## src/rtl/bus_dma_master.sv

```systemverilog
// Single-channel word-copy DMA master: reads one 32-bit word, writes it, and repeats for word_cnt words.
// Optional abort input is enabled with the BUS_DMA_ABORT_EN macro.
module bus_dma_master #(
  parameter int CNT_W = 16
) (
  input  logic             clk,
  input  logic             rst_n,
  input  logic             start,
  input  logic [31:0]      src_addr,
  input  logic [31:0]      dst_addr,
  input  logic [CNT_W-1:0] word_cnt,
`ifdef BUS_DMA_ABORT_EN
  input  logic             abort,
`endif
  output logic             busy,
  output logic             done,
  output logic             rd_req,
  output logic [3:0]       rd_be,
  output logic [31:0]      rd_addr,
  input  logic             rd_gnt,
  input  logic [31:0]      rd_data,
  output logic             wr_req,
  output logic [3:0]       wr_be,
  output logic [31:0]      wr_addr,
  output logic [31:0]      wr_data,
  input  logic             wr_gnt
);

  typedef enum logic [2:0] {
    S_IDLE,
    S_RD_REQ,
    S_RD_WAIT,
    S_WR_REQ,
    S_DONE
  } state_e;

  localparam logic [CNT_W-1:0] CNT_ONE = 1;

  state_e           state_q, state_d;
  logic [31:0]      src_q, src_d;
  logic [31:0]      dst_q, dst_d;
  logic [CNT_W-1:0] cnt_q, cnt_d;
  logic [31:0]      data_q, data_d;
  logic             busy_q, busy_d;
  logic             done_q, done_d;
  logic             abort_pend_q, abort_pend_d;
  logic             abort_in;

`ifdef BUS_DMA_ABORT_EN
  assign abort_in = abort;
`else
  assign abort_in = 1'b0;
`endif

  always_ff @(posedge clk or negedge rst_n) begin
    if (!rst_n) begin
      state_q      <= S_IDLE;
      src_q        <= '0;
      dst_q        <= '0;
      cnt_q        <= '0;
      data_q       <= '0;
      busy_q       <= 1'b0;
      done_q       <= 1'b0;
      abort_pend_q <= 1'b0;
    end else begin
      state_q      <= state_d;
      src_q        <= src_d;
      dst_q        <= dst_d;
      cnt_q        <= cnt_d;
      data_q       <= data_d;
      busy_q       <= busy_d;
      done_q       <= done_d;
      abort_pend_q <= abort_pend_d;
    end
  end

  always_comb begin
    state_d      = state_q;
    src_d        = src_q;
    dst_d        = dst_q;
    cnt_d        = cnt_q;
    data_d       = data_q;
    abort_pend_d = abort_pend_q;
    rd_req       = 1'b0;
    rd_be        = 4'h0;
    rd_addr      = 32'h0;
    wr_req       = 1'b0;
    wr_be        = 4'h0;
    wr_addr      = 32'h0;
    wr_data      = 32'h0;

    case (state_q)
      S_IDLE: begin
        // busy_q still covers the done cycle, so a start there is dropped
        if (start && !busy_q) begin
          src_d        = {src_addr[31:2], 2'b00};
          dst_d        = {dst_addr[31:2], 2'b00};
          cnt_d        = word_cnt;
          abort_pend_d = 1'b0;
          state_d      = (word_cnt == '0) ? S_DONE : S_RD_REQ;
        end
      end
      S_RD_REQ: begin
        if (abort_in) begin
          state_d = S_DONE;
        end else begin
          rd_req  = 1'b1;
          rd_be   = 4'hF;
          rd_addr = src_q;
          if (rd_gnt) state_d = S_RD_WAIT;
        end
      end
      S_RD_WAIT: begin
        data_d  = rd_data;
        state_d = S_WR_REQ;
        if (abort_in) abort_pend_d = 1'b1;
      end
      S_WR_REQ: begin
        wr_req  = 1'b1;
        wr_be   = 4'hF;
        wr_addr = dst_q;
        wr_data = data_q;
        if (abort_in) abort_pend_d = 1'b1;
        if (wr_gnt) begin
          src_d = src_q + 32'd4;
          dst_d = dst_q + 32'd4;
          cnt_d = cnt_q - CNT_ONE;
          if ((cnt_q == CNT_ONE) || abort_pend_d) begin
            state_d      = S_DONE;
            abort_pend_d = 1'b0;
          end else begin
            state_d = S_RD_REQ;
          end
        end
      end
      S_DONE: begin
        state_d = S_IDLE;
      end
      default: begin
        state_d = S_IDLE;
      end
    endcase

    done_d = (state_q == S_DONE);
    busy_d = (state_d != S_IDLE) || (state_q == S_DONE);
  end

  assign busy = busy_q;
  assign done = done_q;

endmodule
```

## config.mk

```make
export PLATFORM = sky130hd
export DESIGN_NAME = bus_dma_master
export DESIGN_NICKNAME = d
export VERILOG_FILES = /design/src/rtl/bus_dma_master.sv
export SDC_FILE = /design/constraint.sdc
export NUM_CORES = 1
export LEC_CHECK = 0
export ABC_AREA = 1
export CAP_MARGIN = 0
export CORE_ASPECT_RATIO = 0.9
export CORE_MARGIN = 2
export CORE_UTILIZATION = 50
export CTS_CLUSTER_SIZE = 40
export DETAILED_ROUTE_END_ITERATION = 6
export GPL_ROUTABILITY_DRIVEN = 0
export PLACE_DENSITY_LB_ADDON = 0.12
export SYNTH_ARGS = -nofsm -noshare
export SYNTH_HDL_FRONTEND = slang
export SYNTH_SLANG_ARGS = --single-unit
```

## constraint.sdc

```tcl
create_clock -name clk -period 4.39 [get_ports clk]
set_input_delay 0.6585 -clock clk [delete_from_list [all_inputs] [get_ports clk]]
set_output_delay 0.6585 -clock clk [all_outputs]
set_load 0.05 [all_outputs]
```

==> impl_results.md, run 1 <==
* Critical register-to-register path startpoint: state_q[1]
* Final ANT Viol Nets at 0
* Final number of hold-violating endpoints at 0
* Worst r2r dst: src_q[8]
* Die Span Y at 120.2 um
* Clk_lat worst skew at 420 ps
* Yosys Warn Count at 0
* Crit Path Category: reg -> out
* PortBufs at 216
* DR pass1 iterations at 5
* Pin count of the biggest net entering global routing at 87
* Status: finished, final reports clean
* Peak supply drop at 0.0004689 V
* Final Non-Filler Cells at 1,569
* Critical path, cell by cell: inv_1 -> nor3_1 -> inv_1 -> buf_4 -> nor2_1 -> clkdlybuf4s50_1
* Chip Width at 133.1 um
* Period Utilization, post-route at 0.8060
* H-tree depth at 4
* Pleak at 4.700 nW
* Num rows at 42
* WL/cell at 14.28 um
* Syn Area/Cell at 6.386 um2
* Seq cells post-synth at 113
* Fin area at 10,280 um2
* Critical path's slowest cell: clkdlybuf4s50_1
* Cells after Synth at 1,174
* CTS tree: yes
* Core area at 14,660 um2
* Origin of the worst setup path: state_q[0]
* Crit path time final at 3538 ps
* Post-CTS Resized at 0
* Slowest stage delay, CP at 840 ps
* # nets final at 1,480
* Cell area after synthesis at 7497 um2
* Placed cell areas at 9667 um2
* DP Worst Slack at 1285 ps
* Clock root buffer: clkbuf_16
* Worst slew pin tran at 893.2 ps
* Via/cell ratio at 5.282
* GRT Util Overall at 0.2835
* Tot Pwr at 8.310 mW
* CP most frequent cell: inv_1
* Most frequent cells in the layout: 292 x nor2_1, 247 x nand2_1, 215 x clkdlybuf4s50_1, 140 x inv_1, 113 x dfrtp_1
* Reg2Reg Depth at 8
* Area grow syn2layout at 37.10%
* Placed cells at 1,538
* CP startpoint kind: register
* Clk_skew at 9.512 ps
* Largest fanout on the critical path at 31
* Crit path required time at 3730 ps
* I/O Pins at 225
* CP Capture Type: output pin
* Initial antenna violation count at 0
* Initial drt markers at 756
* Commonest non-fill, non-tap cell in the layout: nor2_1
* Post-DP HPWL at 15,440 um
* Number of global-route vias before repair at 7,599
* Global route overflow at 0
* Vias at 8,287
* Cts bufs inserted at 17
* Hold Path Class: in -> async
* Initial Util at 0.5114
* Count of final setup violators at 0
* Final wirelength at 22,400 um
* Final slew viol count at 0
* Post-CTS setup repair buffer count at 0
* Fin worst setup slack at 851.7 ps
* Die Area at 15,990 um2
* Sink Count at 113
* Hold-fix buffers, CTS at 0
* WP data arrival at 2880 ps
* F_max at 0.2826 GHz
* Worst-path clk slew at 60 ps
* Power per cell area at 808.5 nW/um2
* First-pass GRT wire length at 36,380 um
* Rel. slew slack at 0.4046
* RSZ-0062 raised after global routing: false
* Crit path to: rd_addr[4]
* Clock buffer depth at 2
* Flop-to-flop setup slack at 1660 ps
* Register area share after synthesis at 0.3772
* DRC viols at 0
* Max Cap Violations at 0
* TNS Setup at 0 ps
* Layout cells sized above 1 at 0.03939
* Distinct cells, synth at 36
* ANT cells at 0
==> final cells by class <==
class                      instances  area (um2)
clock buffer                      19       452.9
clock inverter                    12       158.9
fill                            1262        4383
inverter                         143       536.8
multi-input combinational        858        3807
sequential                       113        2828
tap                              198       247.7
timing repair buffer             226        2247
==> worst max-delay path, delay by kind of cell (launching register included) <==
kind	cells	cell delay [ps]
and+or+nand+nor	2	740
buffers and inverters	4	1280
DFF	1	420
==> registers in the layout, indices dropped and copies added (netlist names) <==
| signal | count |
|---|---|
| busy | 1 |
| src_q | 30 |
| dst_q | 30 |
| done | 1 |
| state_q | 3 |
| cnt_q | 16 |
| data_q | 32 |
==> metrics by stage <==
stage,hold slack (ps),utilization
floorplan,362.9,-
detailed placement,489.2,0.6593
finish,335.9,0.7011
global route,410.1,0.7011
CTS,368.4,0.7011
global placement,486.2,0.6593
==> per-layer routing <==
| metal | GRT usage | wire length, um |
|---|---|---|
| met1 | 0.3761 | 9827 |
| met2 | 0.4712 | 10560 |
| met3 | 0.06080 | 1603 |
| met4 | 0.07997 | 406 |
| met5 | 0 | 0 |
==> Yosys cell counts, drive strengths merged <==
cell type / count / area share
ha: 4 / 0.0067
a22oi: 11 / 0.011
conb: 1 / 0.00050
nand2: 249 / 0.13
o21ai: 66 / 0.044
o22ai: 7 / 0.0058
o31ai: 2 / 0.0020
inv: 142 / 0.071
xor2: 5 / 0.0058
or2: 3 / 0.0025
nand3: 75 / 0.051
nor3: 26 / 0.018
nand4: 19 / 0.016
xnor2: 2 / 0.0023
a31oi: 10 / 0.0083
o211ai: 3 / 0.0030
a211oi: 2 / 0.0020
nand3b: 3 / 0.0030
clkinv: 1 / 0.00050
dfrtp: 113 / 0.38
clkbuf: 22 / 0.011
buf: 41 / 0.036
and3: 1 / 0.00083
nor2: 295 / 0.15
a21oi: 71 / 0.047
==> how the worst min path moves through the flow <==
stage                     startpoint         end  slack, ps
after floorplan                rst_n        busy        360
after global placement     src_q[30]   src_q[30]        490
after detailed placement   src_q[30]   src_q[30]        490
after CTS                      rst_n   data_q[8]        370
after global routing           rst_n  data_q[11]        410
final                          rst_n   data_q[8]        340
==> report_power, final <==
| group | internal (mW) | switching [mW] |
|---|---|---|
| clock | 0.920 | 0.520 |
| combinational | 1.50 | 3.36 |
| sequential | 1.56 | 0.446 |
| total | 3.99 | 4.32 |
==> logic make-up after synthesis <==
group / Yosys count / share of synthesized area
other: 1 / 0.0005002
AOI/OAI and AO/OA: 172 / 0.1237
and+or+nand+nor: 671 / 0.3657
xor gates and xnor gates: 7 / 0.008178
DFF: 113 / 0.3772
buffers and inverters: 206 / 0.1182
adders and majority gates: 4 / 0.006676
Power figures use the tool's default switching activity.
==> inputs of run 2 (changes only) <==
--- a/config.mk
+++ b/config.mk
@@ -9,7 +9,7 @@
 export CAP_MARGIN = 0
 export CORE_ASPECT_RATIO = 0.9
 export CORE_MARGIN = 2
-export CORE_UTILIZATION = 50
+export CORE_UTILIZATION = 44
 export CTS_CLUSTER_SIZE = 40
 export DETAILED_ROUTE_END_ITERATION = 6
 export GPL_ROUTABILITY_DRIVEN = 0
==> constraint.sdc (replaced) <==
create_clock -name clk -period 3.2 [get_ports clk]
set_input_delay 0.48 -clock clk [delete_from_list [all_inputs] [get_ports clk]]
set_output_delay 0.48 -clock clk [all_outputs]
set_load 0.05 [all_outputs]
==> impl_results.md, run 2 (synthesized netlist as in run 1, its figures left out) <==
* Status: finished, final reports clean
* H-tree depth at 4
* Initial Util at 0.4468
* Hold-fix buffers, CTS at 0
* Pin count of the biggest net entering global routing at 56
* Final slew viol count at 0
* Initial antenna violation count at 0
* Power share of the clock group at 0.176
* ANT cells at 0
* Critical register-to-register path startpoint: state_q[1]
* Post-DP HPWL at 15,960 um
* F_max at 0.3473 GHz
* Die Area at 18,100 um2
* Most frequent cells in the layout: 292 x nor2_1, 247 x nand2_1, 150 x clkdlybuf4s50_1, 140 x inv_1, 113 x dfrtp_1
* Chip Width at 141.6 um
* Worst Path Buf+Inv at 5
* Final wirelength at 22,110 um
* DP Worst Slack at 743.4 ps
* WP data arrival at 2400 ps
* Largest register FFs at 32
* Hold Path Class: in -> async
* WL/cell at 13.94 um
* TNS Setup at 0 ps
* Layout cells sized above 1 at 0.09018
* Power per cell area at 1115 nW/um2
* Critical path's slowest cell: buf_4
* Largest Register: data_q
* Period Utilization, post-route at 0.8998
* Max Cap Violations at 0
* Area grow syn2layout at 36.78%
* Sequential share of power at 0.242
* CP startpoint kind: register
* Num rows at 45
* Crit Path Category: reg -> out
* Regs by FF count: data_q (32), dst_q (30), src_q (30)
* GRT Util Overall at 0.2407
* DRC viols at 0
* Switch Pwr at 5.997 mW
* Final ANT Viol Nets at 0
* Clk_skew at 12.84 ps
* Pint at 5.433 mW
* Initial drt markers at 544
* Crit path required time at 2720 ps
* Worst r2r dst: dst_q[5]
* Largest delay contributor family on the critical path: buffers and inverters
* Global route overflow at 0
* Fin worst setup slack at 320.6 ps
* Via/cell ratio at 5.140
* Final number of hold-violating endpoints at 0
* Pleak at 4.874 nW
* Clk_lat worst skew at 420 ps
* Worst-path clk slew at 60 ps
* First-pass GRT wire length at 35,220 um
* Tot Pwr at 11.43 mW
* Core area at 16,780 um2
* Clock buffer depth at 2
* Cts bufs inserted at 17
* I/O Pins at 225
* Count of final setup violators at 0
* Vias at 8,152
* # nets final at 1,483
* PortBufs at 216
* CTS tree: yes
* Commonest non-fill, non-tap cell in the layout: nor2_1
* Post-CTS setup repair buffer count at 0
* Crit path time final at 2879 ps
* Largest fanout on the critical path at 55
* Die Span Y at 127.8 um
* Flop-to-flop setup slack at 850 ps
* Sink Count at 113
* CP most frequent cell: buf_12
* Rel. slew slack at 0.3751
* Peak supply drop at 0.0005511 V
* Critical path, cell by cell: inv_1 -> nand3_4 -> buf_4 -> inv_2 -> buf_12 -> buf_12
* Sw Share at 0.5247
* Number of global-route vias before repair at 7,241
* Power share of the combinational group at 0.582
* Clock root buffer: clkbuf_16
* DR pass1 iterations at 5
* Slowest stage delay, CP at 420 ps
* Final core occ at 0.6112
* RSZ-0062 raised after global routing: false
* WHS at 100.2 ps
* Reg2Reg Depth at 7
* CP Capture Type: output pin
* Worst slew pin tran at 936.4 ps
* Post-CTS Resized at 0
-- run 2: cell count changes in the layout (fill, tap and decap cells not counted) --
cell             change
buf_12               +7
buf_4               +61
clkbuf_8             -2
clkdlybuf4s50_1     -65
clkinv_2             -1
clkinv_4             +1
clkinvlp_4           -4
inv_6                +7
nor3_1               -1
nor3_2               +1
-- run 2: per-layer routing --
layer | wire, um | GRT usage | vias up
met1 | 10000 | 0.3409 | 3731
met2 | 9972 | 0.3735 | 310
met4 | 261 | 0.06647 | 0
met5 | 0 | 0 | -
li1 | - | - | 4091
met3 | 1869 | 0.05267 | 20
-- run 2: how the worst max path moves through the flow --
stage / startpoint / end / slack [ps] / depth (start not counted)
after global placement: state_q[2] / wr_be[3] / 780 / 6
final: state_q[2] / wr_be[3] / 320 / 6
after detailed placement: state_q[2] / wr_be[2] / 740 / 6
after CTS: state_q[2] / wr_data[8] / 290 / 4
after global routing: state_q[0] / rd_addr[3] / 50 / 5
after floorplan: state_q[1] / rd_addr[10] / 370 / 4
-- run 2: area by class of cell --
| type | instances | area [um2] |
|---|---|---|
| clock buffer | 17 | 425.4 |
| clock inverter | 15 | 193.9 |
| fill | 1591 | 6524 |
| inverter | 143 | 536.8 |
| multi-input combinational | 858 | 3812 |
| sequential | 113 | 2828 |
| tap | 211 | 264.0 |
| timing repair buffer | 229 | 2195 |
-- run 2: worst reg2reg max path, cell delays in order, from the launching register on --
cell and delay (ps):
dfrtp_1 460, nand3_4 390, buf_4 470, inv_2 150
buf_4 260, or2_2 310, a21oi_1 130, a21oi_1 60
-- run 2: metrics by stage --
step / std cells / cell area, um2
final: 1586 / 10250
after global routing: 1586 / 10250
after CTS: 1586 / 10250
after detailed placement: 1554 / 9635
after global placement: 1554 / 9635
after floorplan: 1177 / 7513
-- run 2: power by group through the flow --
stage | Sequential [mW] | Combinational (mW) | Clock, mW
2_1_floorplan | 2.60 | 4.93 | 0
3_3_place_gp | 2.74 | 6.54 | 0
3_5_place_dp | 2.77 | 6.63 | 0
4_1_cts | 2.76 | 6.67 | 2.04
5_1_grt | 2.86 | 7.27 | 2.12
6_report | 2.76 | 6.65 | 2.01
==> inputs of run 3 (changes only) <==
--- a/config.mk
+++ b/config.mk
@@ -9,7 +9,7 @@
 export CAP_MARGIN = 0
 export CORE_ASPECT_RATIO = 0.9
 export CORE_MARGIN = 2
-export CORE_UTILIZATION = 44
+export CORE_UTILIZATION = 48
 export CTS_CLUSTER_SIZE = 40
 export DETAILED_ROUTE_END_ITERATION = 6
 export GPL_ROUTABILITY_DRIVEN = 0
==> constraint.sdc (replaced) <==
create_clock -name clk -period 3.3 [get_ports clk]
set_input_delay 0.495 -clock clk [delete_from_list [all_inputs] [get_ports clk]]
set_output_delay 0.495 -clock clk [all_outputs]
set_load 0.05 [all_outputs]
==> impl_results.md, run 3 (synthesized netlist as in run 1, its figures left out) <==
* Layout cells sized above 1 at 0.06010
* WP data arrival at 2500 ps
* Max Cap Violations at 0
* Num rows at 43
* Failing checks: design-rule violations
* Clk_lat worst skew at 420 ps
* Largest fanout on the critical path at 20
* H-tree depth at 4
* Count of final setup violators at 0
* Switch Pwr at 5.862 mW
* Core area at 15,330 um2
* Final wirelength at 22,060 um
* Final slew viol count at 0
* F_max at 0.3334 GHz
* Power share of the combinational group at 0.602
* Clk_skew at 11.71 ps
* Pint at 5.200 mW
* Initial antenna violation count at 0
* CP startpoint kind: register
* Period Utilization, post-route at 0.9090
* DRC viols at 1
* RSZ-0062 raised after global routing: false
* Critical path's slowest cell: clkdlybuf4s50_1
* Crit path to: wr_addr[29]
* ANT cells at 0
* Via/cell ratio at 5.177
* Peak supply drop at 0.0007128 V
* Pleak at 4.778 nW
* Power per cell area at 1067 nW/um2
* Worst Path Buf+Inv at 3
* Met3 WL at 2057 um
* Reg2Reg Depth at 9
* Regs by FF count: data_q (32), dst_q (30), src_q (30)
* WL/cell at 13.94 um
* Initial drt markers at 656
* Crit path time final at 3000 ps
* Power share of the clock group at 0.154
* Commonest non-fill, non-tap cell in the layout: nor2_1
* Sink Count at 113
* Top sig layer: met4
* Die Span Y at 122.6 um
* Final Non-Filler Cells at 1,583
* Post-DP HPWL at 15,620 um
* Number of global-route vias before repair at 7,308
* Vias at 8,195
* Pin count of the biggest net entering global routing at 75
* Largest delay contributor family on the critical path: buffers and inverters
* Clock root buffer: clkbuf_16
* Chip Width at 135.7 um
* Slowest stage delay, CP at 830 ps
* Crit Path Category: reg -> out
* CTS tree: yes
* Critical register-to-register path startpoint: state_q[2]
* GRT Util Overall at 0.2681
* Area grow syn2layout at 38.35%
* I/O Pins at 225
* Clock buffer depth at 2
* Most frequent cells in the layout: 292 x nor2_1, 247 x nand2_1, 198 x clkdlybuf4s50_1, 139 x inv_1, 113 x dfrtp_1
* CP Capture Type: output pin
* TNS Setup at 0 ps
* Cts bufs inserted at 17
* Sequential share of power at 0.244
* Hold Path Class: in -> async
* Worst slew pin tran at 819.8 ps
* Origin of the worst setup path: state_q[2]
* Die Area at 16,640 um2
* DR pass1 iterations at 7
* Largest Register: data_q
* Final number of hold-violating endpoints at 0
* Hold-fix buffers, CTS at 0
* Metal1 wirelength at 9833 um
* DP Worst Slack at 365.0 ps
* Initial Util at 0.4889
* Largest register FFs at 32
* Crit path required time at 2800 ps
* Rel. slew slack at 0.4535
* # nets final at 1,489
* Worst r2r dst: src_q[19]
* Placed cells at 1,545
* Routed wl met2 at 9929 um
* PortBufs at 216
* Worst-path clk slew at 60 ps
* Status: complete, but fails checks
* Sw Share at 0.5299
* Crit path depth at 5
* Critical path, cell by cell: inv_1 -> nand3_4 -> buf_4 -> nor2_1 -> clkdlybuf4s50_1
* Final ANT Viol Nets at 0
* Flop-to-flop setup slack at 770 ps
* Fin worst setup slack at 300.3 ps
* Global route overflow at 0
* First-pass GRT wire length at 35,450 um
==> run 3: cell types whose count changed in the layout (fill, tap and decap cells not counted), sizes merged <==
cell,delta
bufinv,-3
buf,-43
clkdlybuf4s50,+48
inv,-1
clkinvlp,+5
==> run 3: power groups by stage <==
stage	Clock, mW	Combinational (mW)	Sequential [mW]
detailed placement	0	6.54	2.69
global placement	0	6.45	2.67
floorplan	0	4.78	2.52
global route	1.80	7.26	2.78
CTS	1.73	6.62	2.67
finish	1.71	6.66	2.69
==> run 3: final cells by class <==
| cell class | count | area (um2) |
|---|---|---|
| Multi-Input combinational cell | 858 | 3819 |
| Timing Repair Buffer | 234 | 2377 |
| Timing Repair inverter | 1 | 7.507 |
| Sequential cell | 113 | 2828 |
| Inverter | 143 | 540.5 |
| Clock inverter | 15 | 122.6 |
| Tap cell | 202 | 252.7 |
| Fill cell | 1362 | 4961 |
| Clock buffer | 17 | 425.4 |
==> run 3: per-stage QoR <==
step	area, um2	util	hold slack [ps]	total power [mW]
5_1_grt	10370	0.6765	195.0	11.84
3_5_place_dp	9769	0.6371	491.7	9.223
3_3_place_gp	9769	0.6371	492.6	9.119
2_1_floorplan	7513	-	199.4	7.303
4_1_cts	10350	0.6750	162.7	11.03
6_report	10370	0.6765	133.6	11.06
==> run 3: how the worst min path moves through the flow <==
stage / startpoint / slack, ps / cells past startpoint / endpoint
floorplan: rst_n / 200 / 0 / busy
global placement: data_q[6] / 490 / 2 / data_q[6]
detailed placement: src_q[31] / 490 / 2 / src_q[31]
CTS: rst_n / 160 / 1 / src_q[28]
global route: rst_n / 190 / 1 / src_q[28]
finish: rst_n / 130 / 1 / src_q[28]
==> run 3: timing repair <==
action	4_1_cts	5_1_grt
setup endpoints to repair	21	21
gates cloned	1	0
pin swaps	0	1
buffers inserted	2	3
gates resized for setup	3	0
endpoints found under the hold margin	0	0
==> run 3: per-layer routing <==
layer | GRT usage | up-vias
li1 | - | 4100
met1 | 0.3805 | 3719
met2 | 0.4135 | 352
met3 | 0.06485 | 24
met4 | 0.06901 | 0
met5 | 0 | -
